### config.mk
export PLATFORM = sky130hd
export DESIGN_NAME = mem_access_unit
export DESIGN_NICKNAME = d
export VERILOG_FILES = /design/src/rtl/mem_access_pkg.sv /design/src/rtl/mem_lat_counter.sv /design/src/rtl/mem_access_unit.sv
export SDC_FILE = /design/constraint.sdc
export NUM_CORES = 1
export LEC_CHECK = 0
export ABC_AREA = 1
export CORE_MARGIN = 3
export CORE_UTILIZATION = 41
export CTS_BUF_LIST = sky130_fd_sc_hd__clkbuf_2 sky130_fd_sc_hd__clkbuf_4 sky130_fd_sc_hd__clkbuf_8
export DETAILED_ROUTE_END_ITERATION = 10
export PLACE_DENSITY = 0.91
export SYNTH_ARGS = -nofsm -noshare
export SYNTH_HDL_FRONTEND = slang
export SYNTH_HIERARCHICAL = 1
export SYNTH_SLANG_ARGS = --single-unit
### constraint.sdc
create_clock -name clock -period 1.82 [get_ports clock]
set_input_delay 0.455 -clock clock [delete_from_list [all_inputs] [get_ports clock]]
set_output_delay 0.455 -clock clock [all_outputs]
set_load 0.005 [all_outputs]
### src/rtl/mem_access_pkg.sv
// Shared types and constants for the memory access unit that drives the data memory.
package mem_access_pkg;

  typedef enum logic [1:0] {
    IDLE      = 2'd0,
    WRITE     = 2'd1,
    READ_WAIT = 2'd2,
    RESP      = 2'd3
  } mau_state_e;

  localparam logic [4:0] OP_SW      = 5'b00111;
  localparam logic [4:0] OP_LW      = 5'b01000;
  localparam int         MAX_RD_LAT = 3;

endpackage

### src/rtl/mem_lat_counter.sv
// Two-bit down-counter that times the read latency of the data memory.
module mem_lat_counter (
  input  logic       clock,
  input  logic       reset,
  input  logic       i_load,
  input  logic       i_en,
  input  logic [1:0] i_value,
  output logic       o_zero
);

  logic [1:0] r_count;

  // Load wins over decrement; the count parks at zero until reloaded.
  always_ff @(posedge clock or negedge reset) begin
    if (!reset) begin
      r_count <= 2'd0;
    end else if (i_load) begin
      r_count <= i_value;
    end else if (i_en && (r_count != 2'd0)) begin
      r_count <= r_count - 2'd1;
    end
  end

  assign o_zero = (r_count == 2'd0);

endmodule

### src/rtl/mem_access_unit.sv
// Turns one decoded load/store request into a timed transaction on a synchronous data memory,
// returning a one-cycle response pulse and stalling the pipeline while busy.
module mem_access_unit
  import mem_access_pkg::*;
#(
  parameter int ADDR_W = 12,
  parameter int DATA_W = 32,
  parameter int RD_LAT = 1
) (
  input  logic              clock,
  input  logic              reset,
  input  logic              req_valid,
  output logic              req_ready,
  input  logic              ctrl_sw,
  input  logic              ctrl_lw,
  input  logic [31:0]       addr,
  input  logic [DATA_W-1:0] wdata,
  output logic              rsp_valid,
  output logic [DATA_W-1:0] rsp_rdata,
  output logic              err,
  output logic              stall,
  output logic [ADDR_W-1:0] dmem_addr,
  output logic [DATA_W-1:0] dmem_data,
  output logic              dmem_wren,
  input  logic [DATA_W-1:0] dmem_q
);

  if (RD_LAT < 1 || RD_LAT > MAX_RD_LAT) begin : g_badRdLat
    $error("mem_access_unit: RD_LAT must be within 1..3");
  end

  mau_state_e        r_state;
  logic              r_errLatched;
  logic              r_rspValid;
  logic              r_err;
  logic [DATA_W-1:0] r_rspRdata;
  logic [ADDR_W-1:0] r_dmemAddr;
  logic [DATA_W-1:0] r_dmemData;
  logic              r_dmemWren;

  logic w_accept;
  logic w_rangeErr;
  logic w_illegal;
  logic w_latZero;

  assign w_accept   = req_valid && (r_state == IDLE);
  assign w_rangeErr = |addr[31:ADDR_W];
  assign w_illegal  = ctrl_sw && ctrl_lw;

  mem_lat_counter u_latCounter (
    .clock   (clock),
    .reset   (reset),
    .i_load  (w_accept),
    .i_en    (r_state == READ_WAIT),
    .i_value (2'(RD_LAT)),
    .o_zero  (w_latZero)
  );

  // Response strobes and the write enable default low so each is a single-cycle pulse.
  always_ff @(posedge clock or negedge reset) begin
    if (!reset) begin
      r_state      <= IDLE;
      r_errLatched <= 1'b0;
      r_rspValid   <= 1'b0;
      r_err        <= 1'b0;
      r_rspRdata   <= '0;
      r_dmemAddr   <= '0;
      r_dmemData   <= '0;
      r_dmemWren   <= 1'b0;
    end else begin
      r_rspValid <= 1'b0;
      r_err      <= 1'b0;
      r_dmemWren <= 1'b0;
      case (r_state)
        IDLE: begin
          if (w_accept) begin
            r_dmemAddr   <= addr[ADDR_W-1:0];
            r_dmemData   <= wdata;
            r_errLatched <= w_rangeErr || w_illegal;
            if (ctrl_sw && !ctrl_lw) begin
              r_state    <= WRITE;
              r_dmemWren <= !w_rangeErr;
            end else if (ctrl_lw && !ctrl_sw) begin
              r_state <= READ_WAIT;
            end else begin
              // No-op or illegal strobe pair: respond next cycle without touching memory.
              r_state    <= RESP;
              r_rspValid <= 1'b1;
              r_err      <= w_rangeErr || w_illegal;
              if (w_illegal) begin
                r_rspRdata <= '0;
              end
            end
          end
        end
        WRITE: begin
          r_state    <= RESP;
          r_rspValid <= 1'b1;
          r_err      <= r_errLatched;
        end
        READ_WAIT: begin
          if (w_latZero) begin
            r_state    <= RESP;
            r_rspValid <= 1'b1;
            r_err      <= r_errLatched;
            r_rspRdata <= r_errLatched ? '0 : dmem_q;
          end
        end
        RESP: begin
          r_state <= IDLE;
        end
        default: begin
          r_state <= IDLE;
        end
      endcase
    end
  end

  assign req_ready = (r_state == IDLE);
  assign stall     = (r_state != IDLE);
  assign rsp_valid = r_rspValid;
  assign rsp_rdata = r_rspRdata;
  assign err       = r_err;
  assign dmem_addr = r_dmemAddr;
  assign dmem_data = r_dmemData;
  assign dmem_wren = r_dmemWren;

endmodule

# Word-level counts from Yosys, hierarchy flattened
# Index checks and enable logic that the tools add are counted.
dict set report classes {
  mux 27
  reduce_logical 19
  addsub 1
  n_eq_ne 8
}
# op count
set ops {}
lappend ops {{two-way mux 32 bit} 6}
lappend ops {{case mux 32 bit (2 select lines)} 1}
lappend ops {{OR reduction 20 bit} 1}
lappend ops {{two-way mux 1 bit} 12}
lappend ops {{two-way mux 2 bit} 5}
lappend ops {{case mux 2 bit (4 select lines)} 1}
lappend ops {{nonzero test 2 bit} 4}
lappend ops {{inequality test 2 bit, second input constant} 3}
lappend ops {{case mux 1 bit (3 select lines)} 2}
lappend ops {{AND reduction 6 bit} 1}
lappend ops {{logical AND 1 bit} 5}
lappend ops {{== test 2 bit, second input constant} 2}
lappend ops {{logical NOT 2 bit} 2}
lappend ops {{inequality test 2 x 1 -> 1 bit, second input constant} 2}
lappend ops {{AND reduction 2 bit} 2}
lappend ops {{logical NOT 1 bit} 3}
lappend ops {{== test 2 x 1 -> 1 bit, second input constant} 1}
lappend ops {{subtractor 2 x 1 -> 2 bit, second input constant} 1}
lappend ops {{logical OR 1 bit} 1}
dict set report totals {
  register_bits 84
  word_cells 64
  in_bits 101
  out_inout_bits 81
}

# Longest topological paths before layout
# Gate-level depths: netlist (run 1).
dict set report depth {
  ltp_word 6
  ltp_mapped 9
  mapped_depth_nobuf 8
}

# By module
# Netlist (run 1), hierarchy kept.
# mod n_inst cells_per_inst area_per_inst_um2
set modules_own_cells {}
lappend modules_own_cells {mem_access_unit 1 391 3403.3}
lappend modules_own_cells {mem_lat_counter 1 19 127.6}

# Worst setup path before layout (run 1)
# OpenSTA, ideal clock, no wires.
dict set report synth_timing {
  path_type {register -> register}
  from {reg r_state[0]}
  to {reg u_latCounter.r_count[0]}
  path_stages_with_launch 9
  arrival_ps 1463
  synth_period_minus_slack_ps 1579
  path_slack_ps 241
  required_time_ps 1703
  setup_time_ps 117
  path_cell_list {dfrtp_1 inv_1 ha_1 nand2_1 inv_1 clkbuf_1 o21ai_0 nand2_1 nand2_1}
}
dict set report synth_via {
  elab_chain_cells 3
}
# element line
set synth_lines {}
lappend synth_lines {{from (decl)} mem_access_unit.sv:32} ;# mau_state_e r_state;
lappend synth_lines {{from (signal assigned)} mem_access_unit.sv:62} ;# r_state <= IDLE;
lappend synth_lines {{from (signal assigned)} mem_access_unit.sv:81} ;# r_state <= WRITE;
lappend synth_lines {{from (signal assigned)} mem_access_unit.sv:84} ;# r_state <= READ_WAIT;
lappend synth_lines {{logical NOT 2 bit (*)} n/a}
lappend synth_lines {{via req_ready} mem_access_unit.sv:13} ;# output logic req_ready,
lappend synth_lines {{logical AND 1 bit (*)} mem_access_unit.sv:46} ;# assign w_accept = req_valid && (r_state == IDLE);
lappend synth_lines {{via w_accept} mem_access_unit.sv:41} ;# logic w_accept;
lappend synth_lines {{two-way mux 2 bit / nonzero test 2 bit (equally long branches)} n/a}
lappend synth_lines {{to (signal assigned)} mem_lat_counter.sv:18} ;# r_count <= i_value;
lappend synth_lines {{to (signal assigned)} mem_lat_counter.sv:20} ;# r_count <= r_count - 2'd1;
lappend synth_lines {{to (decl)} mem_lat_counter.sv:11} ;# logic [1:0] r_count;
# Mark *: on every way through the listed nets, which the timed path passes. The rest lies on a longest branch.
# A chain may end at the register's enable or synchronous reset.

# Worst setup path after layout (run 1)
dict set report layout_timing {
  from {reg r_state[0]}
  to {out stall}
}
dict set report layout_via {
  elab_chain_cells 1
}
# element line
set layout_lines {}
lappend layout_lines {{nonzero test 2 bit} mem_access_unit.sv:120} ;# assign stall = (r_state != IDLE);
lappend layout_lines {{to (decl)} mem_access_unit.sv:21} ;# output logic stall,
# No other way between the ends.

==> impl_results.md, run 1 <==
* VDD IR-drop max at 0.740 mV
* DRT Wirelength at around 11 mm
* WP data required at ~1.4 ns
* CP arrival at around 1.3 ns
* Post-route clock period utilization at between 90% and 100%
* Post-DP HPWL at ~7.6 mm
* Post-Syn Area at 3530 um2
* Ports at ~180
* H-tree levels at 3
* Final Max Tran Viols at 0
* Worst hold margin at roughly 0.063 ns
* Max clock buf depth at 2
* Worst Path Max Fanout at 4
* Synth top area cells: dfrtp_1 60%, nand2_1 23%, o21ai_0 5.2%
* Commonest non-fill, non-tap cell in the layout: nand2_1
* Mapped Nets at 520
* Post-synth top area cell: dfrtp_1
* Vias at ~3,500
* Final #Nets at 714
* Layout cells sized above 1 at under 10%
* Post-layout util at between 70% and 80%
* Setup CP Type: flop to output port
* Area grow syn2layout at 66.3%
* Crit. End Element: output port
* Vias in the first global route at 3,480
* Antenna Cells at 0
* Hold Path Class: input pin to asynchronous set/reset pin
* First-pass DRT Iterations at 4
* # DRC at 0
* Routability cong. at between 0.8 and 0.9
* Clock skew at a little under 0.009 ns
* Dpl ws at -0.337 ns
* Initial antenna violation count at 0
* Root Driver: clkbuf_8
* Syn_area_per_cell at around 8.6 um2
* CTS Hold Buffers Added at 0
* Post-layout worst setup margin at 0.0665 ns
* Setup TNS at 0 ns
* Rows at 33
* Chip width at between 90 and 100 um
* Synth Register Bits at between 80 and 90
* Starting Density at about 43%
* Max Clk Rate at between 500 and 600 MHz
* Unique cell type count in the Yosys netlist at 22
* Status: complete, no violations
* Warnings from Yosys at 6
* Sequential share of the synthesized area at between 50% and 60%
* Num Clock Sinks at 84
* Share of Yosys cell area claimed by the top area cell type at between 50 and 60%
* Input/output buffers at 181
* Total GRT Usage at 20.9%
* Highest-count cells in the layout ignoring fill and taps: 216 x nand2_1, 176 x clkdlybuf4s50_1, 84 x dfrtp_1
* P_leak at 2.74 nW
* Clk pin slew, worst setup/hold paths at about 0.090 ns
* Maximum number of pins on one net before global-route repair at 65
* Clk_lat worst skew at 0.34 ns
* Die Y at between 90 and 100 um
* Final ANT Viol Nets at 0
* Gr ovfl total at 0
* Worst setup SP type: flop
* Setup violations, final at 0
* 1st-iter DRT viols at approximately 140
* Global-route wire length before repair at around 17 mm
* Die area at around 9800 um2
* Tmin final at 1.75 ns
* Core box area at 8300 um2
* WL/cell at approximately 15 um
* Max-Cap Viols at 0
* Drt via density at a little under 5
* Total CTS buffers at 9
* TritonCTS clock tree: built
* Cell Pwr Density at between 1000 and 1500 nW/um2
* Fillers at 649
* Post-Syn Instances at roughly 400
* Final Hold Viols at 0
==> Yosys cell counts <==
master and instances:
a211oi_1 1, a21o_1 1, a21oi_1 4, and2_0 1, buf_1 2, buf_2 9, buf_4 3, clkbuf_1 4
clkbuf_2 1, conb_1 2, dfrtp_1 84, ha_1 9, inv_1 9, inv_2 2, nand2_1 216, nand3_1 3
nand3b_4 1, nand4_1 1, nor2_1 17, o21ai_0 37, o21ai_1 2, o22ai_4 1
==> final timing paths <==
check                              start       endpoint  slack [ns]  cells after the start
max                           r_state[0]          stall        0.07                      4
min                                reset  rsp_rdata[30]        0.06                      1
max reg2reg                   r_state[0]   rsp_rdata[5]        0.11                      9
min reg2reg                dmem_data[19]  dmem_data[19]        0.48                      2
max in group asynchronous          reset   dmem_addr[4]        1.13                      2
min in group clock         dmem_data[19]  dmem_data[19]        0.48                      2
==> metal layers <==
| layer | vias to the layer above | global-route usage [%] | part of all wire [%] |
|---|---|---|---|
| met5 | - | 0 | 0 |
| met1 | 1630 | 24.9 | 40 |
| met4 | 0 | 7.35 | 1.7 |
| met2 | 148 | 37.6 | 52 |
| met3 | 18 | 4.03 | 6.4 |
| li1 | 1657 | - | - |
==> stage by stage <==
stage,instances,cell area (um2),power (mW)
after detailed placement,691,5530,6.57
after global placement,691,5530,6.39
final,714,5870,8.27
after global routing,714,5870,8.88
after CTS,709,5760,7.99
after floorplan,410,3530,4.47
==> final cells by class <==
type	count	area, um2	area share, %
Sequential cell	84	2100	35.8
Timing Repair Buffer	202	2090	35.5
Multi-Input combinational cell	296	1310	22.3
Clock buffer	11	139	2.36
Tap cell	105	131	2.24
Clock inverter	5	61.3	1.04
Inverter	11	41.3	0.703
==> logic make-up (layout without fill, tap and decap cells) <==
logic type | Yosys count | in the layout | synth area share (%)
other | 2 | 2 | 0.213
AND/OR/NAND/NOR | 239 | 239 | 26.1
AO/OA/AOI/OAI | 46 | 46 | 7.09
buffers and inverters | 30 | 229 | 3.86
flip-flops | 84 | 84 | 59.5
adder cells (fa/ha/maj) | 9 | 9 | 3.19
==> power breakdown <==
part / switching [mW] / internal, mW
clock network: 0.658 / 0.670
logic: 1.75 / 2.22
registers: 0.404 / 2.57
total: 2.81 / 5.46
==> what timing repair did <==
action,in CTS,in global routing
resized for setup,6,8
setup endpoints to repair,9,32
gates cloned,0,5
setup buffers,2,0
pin swaps,0,1
==> sequential cells by signal (all words and copies together), names as in the netlist <==
name	cells
dmem_wren	1
dmem_data	32
r_errLatched	1
r_state	2
dmem_addr	12
rsp_valid	1
err	1
u_latCounter/r_count	2
rsp_rdata	32
==> critical path, stage by stage, from the launching register on <==
cell,delay (ns)
dfrtp_1,0.40
inv_2,0.10
ha_4,0.16
inv_2,0.04
dlygate4sd2_1,0.26
(Power assumes the default switching activity.)
==> run 2, diff against run 1 <==
--- a/config.mk
+++ b/config.mk
@@ -6,11 +6,13 @@
 export NUM_CORES = 1
 export LEC_CHECK = 0
 export ABC_AREA = 1
+export CELL_PAD_IN_SITES_DETAIL_PLACEMENT = 1
+export CELL_PAD_IN_SITES_GLOBAL_PLACEMENT = 1
 export CORE_MARGIN = 3
-export CORE_UTILIZATION = 41
+export CORE_UTILIZATION = 31
 export CTS_BUF_LIST = sky130_fd_sc_hd__clkbuf_2 sky130_fd_sc_hd__clkbuf_4 sky130_fd_sc_hd__clkbuf_8
 export DETAILED_ROUTE_END_ITERATION = 10
-export PLACE_DENSITY = 0.91
+export PLACE_DENSITY = 0.95
 export SYNTH_ARGS = -nofsm -noshare
 export SYNTH_HDL_FRONTEND = slang
 export SYNTH_HIERARCHICAL = 1
==> constraint.sdc (replaced) <==
create_clock -name clock -period 2.15 [get_ports clock]
set_input_delay 0.5375 -clock clock [delete_from_list [all_inputs] [get_ports clock]]
set_output_delay 0.5375 -clock clock [all_outputs]
set_load 0.005 [all_outputs]
==> impl_results.md, run 2 (synthesized netlist as in run 1, its figures left out) <==
* Status: complete, no violations
* Slew @ Worst Pin at approximately 0.53 ns
* P_leak at 2.66 nW (-2.9%)
* Antenna Cells at 0 (unchanged)
* Root Driver: clkbuf_8
* First-pass DRT Iterations at 4 (unchanged)
* Worst Path Max Fanout at 6 (+2)
* R2R cell count at 8 (-1)
* Hold Path Class: input pin to asynchronous set/reset pin
* Max clock buf depth at 2 (unchanged)
* Clock skew at 0.0132 ns (+0.00427 ns)
* Total CTS buffers at 9 (unchanged)
* Crit. End Element: output port
* Num Clock Sinks at 84 (unchanged)
* Max-Cap Viols at 0 (unchanged)
* Routability cong. at 0.806 (-4.5%)
* Max Clk Rate at approximately 480 MHz
* WL/cell at 16.1 um (+9.1%)
* TritonCTS clock tree: built
* CP arrival at 1.55 ns (+0.25 ns)
* Total GRT Usage at 19.1% (-1.8 points)
* Gr ovfl total at 0 (unchanged)
* Core box area at 11,000 um2 (+32%)
* Final #Nets at 709 (-0.70%)
* Global-route wire length before repair at 19.4 mm (+17%)
* H-tree levels at 3 (unchanged)
* Highest-count cells in the layout ignoring fill and taps: 215 x nand2_1, 179 x clkdlybuf4s50_1, 84 x dfrtp_1
* Worst R2R End: rsp_rdata[16]
* Worst stage delay on the critical path at 0.52 ns (+0.12 ns)
* Slowest-stage cell, CP: clkdlybuf4s50_1
* WP data required at 1.61 ns (+0.25 ns)
* Die Y at 113 um (+14%)
* Chip width at 113 um (+14%)
* Setup CP Type: flop to output port
* Reg-to-reg startpoint: r_state[0]
* Commonest non-fill, non-tap cell in the layout: nand2_1
* Maximum number of pins on one net before global-route repair at 65 (unchanged)
* Slew Limit Headroom at 64.8%
* Fillers at 1,310 (+100%)
* R2r setup slk at 0.40 ns (+0.29 ns)
* Drt via density at 4.61 (-4.7%)
* Rows at 38 (+15%)
* Post-route clock period utilization at between 90% and 100%
* Area grow syn2layout at 63.5%
* CTS Hold Buffers Added at 0 (unchanged)
* Ports at 182 (unchanged)
* DRT Wirelength at 11.9 mm (+14%)
* # DRC at 0 (unchanged)
* Final Hold Viols at 0 (unchanged)
* Tmin final at around 2.1 ns
* Worst setup SP type: flop
* Final Max Tran Viols at 0 (unchanged)
* Layout cells sized above 1 at 6.80% (-1.1 points)
* Post-DP HPWL at 9.13 mm (+20%)
* Vias in the first global route at 3,890 (+12%)
* Final ANT Viol Nets at 0 (unchanged)
* Clk_lat worst skew at 0.35 ns (about the same)
* Initial antenna violation count at 0 (unchanged)
* WP buf/inv at 2 (-1)
* DP Area at 5530 um2 (about the same)
* Post-layout util at 52.6% (-18 points)
* Cell area after layout at 5770 um2 (-1.7%)
* Setup violations, final at 0 (unchanged)
* Starting Density at 32.1% (-10 points)
* Cell Pwr Density at 1170 nW/um2 (-17%)
* Die area at 12,700 um2 (+30%)
* VDD IR-drop max at 0.557 mV (-25%)
* Vias at 3,423 (-0.87%)
* Tot Pwr at 6.77 mW (-18%)
* 1st-iter DRT viols at 113 (-18%)
* CP Cell Sequence: inv_2 -> ha_4 -> clkdlybuf4s50_1
* Input/output buffers at 181 (unchanged)
* CP delay by family, top: buffers and inverters
* Clk pin slew, worst setup/hold paths at 0.09 ns (about the same)
run 2: layer usage:
metal  up-vias  global-route usage, %  wire, um
li1       1640                      -         -
met1      1643                   21.6      4680
met2       121                   35.5      6360
met4         0                   6.97       209
met3        19                   3.85       690
met5         -                      0         0
run 2: power by group:
group          total, mW  leakage [nW]  switching, mW  internal [mW]
sequential          2.53          1.09          0.358           2.17
combinational       3.13          1.47           1.45           1.68
clock               1.11        0.0962          0.555          0.557
total               6.77          2.66           2.36           4.42
run 2: area by class of cell:
cell class,instances,area [um2],area share [%]
sequential,84,2100,36.4
timing repair buffer,197,1950,33.8
multi-input combinational,296,1310,22.7
tap,140,175,3.03
clock buffer,11,139,2.41
clock inverter,4,51.3,0.889
inverter,11,41.3,0.715
run 2: how the worst max path moves through the flow:
stage,startpoint,endpoint,slack (ns),cells after the start
after floorplan,ctrl_lw,rsp_rdata[0],0.53,7
after global placement,ctrl_sw,rsp_rdata[30],-0.006,9
after detailed placement,ctrl_lw,rsp_rdata[16],-0.10,9
after CTS,r_state[0],req_ready,0.001,3
after global routing,r_state[1],req_ready,-0.01,3
final,r_state[1],req_ready,0.06,3
run 2: metrics by stage:
step	hold WS [ns]	std cells	setup slack, ns	TNS (ns)
6_report	0.155	743	0.0577	0
3_5_place_dp	0.474	723	-0.105	-1.76
2_1_floorplan	0.242	410	0.529	0
4_1_cts	0.159	740	0.00105	0
3_3_place_gp	0.460	723	-0.00570	-0.0615
5_1_grt	0.180	743	-0.0111	-0.0111
run 2: timing repair:
item,4_1_cts,5_1_grt
resized for setup,3,2
buffers inserted,2,3
setup endpoints to repair,2,1
pin swaps,0,1
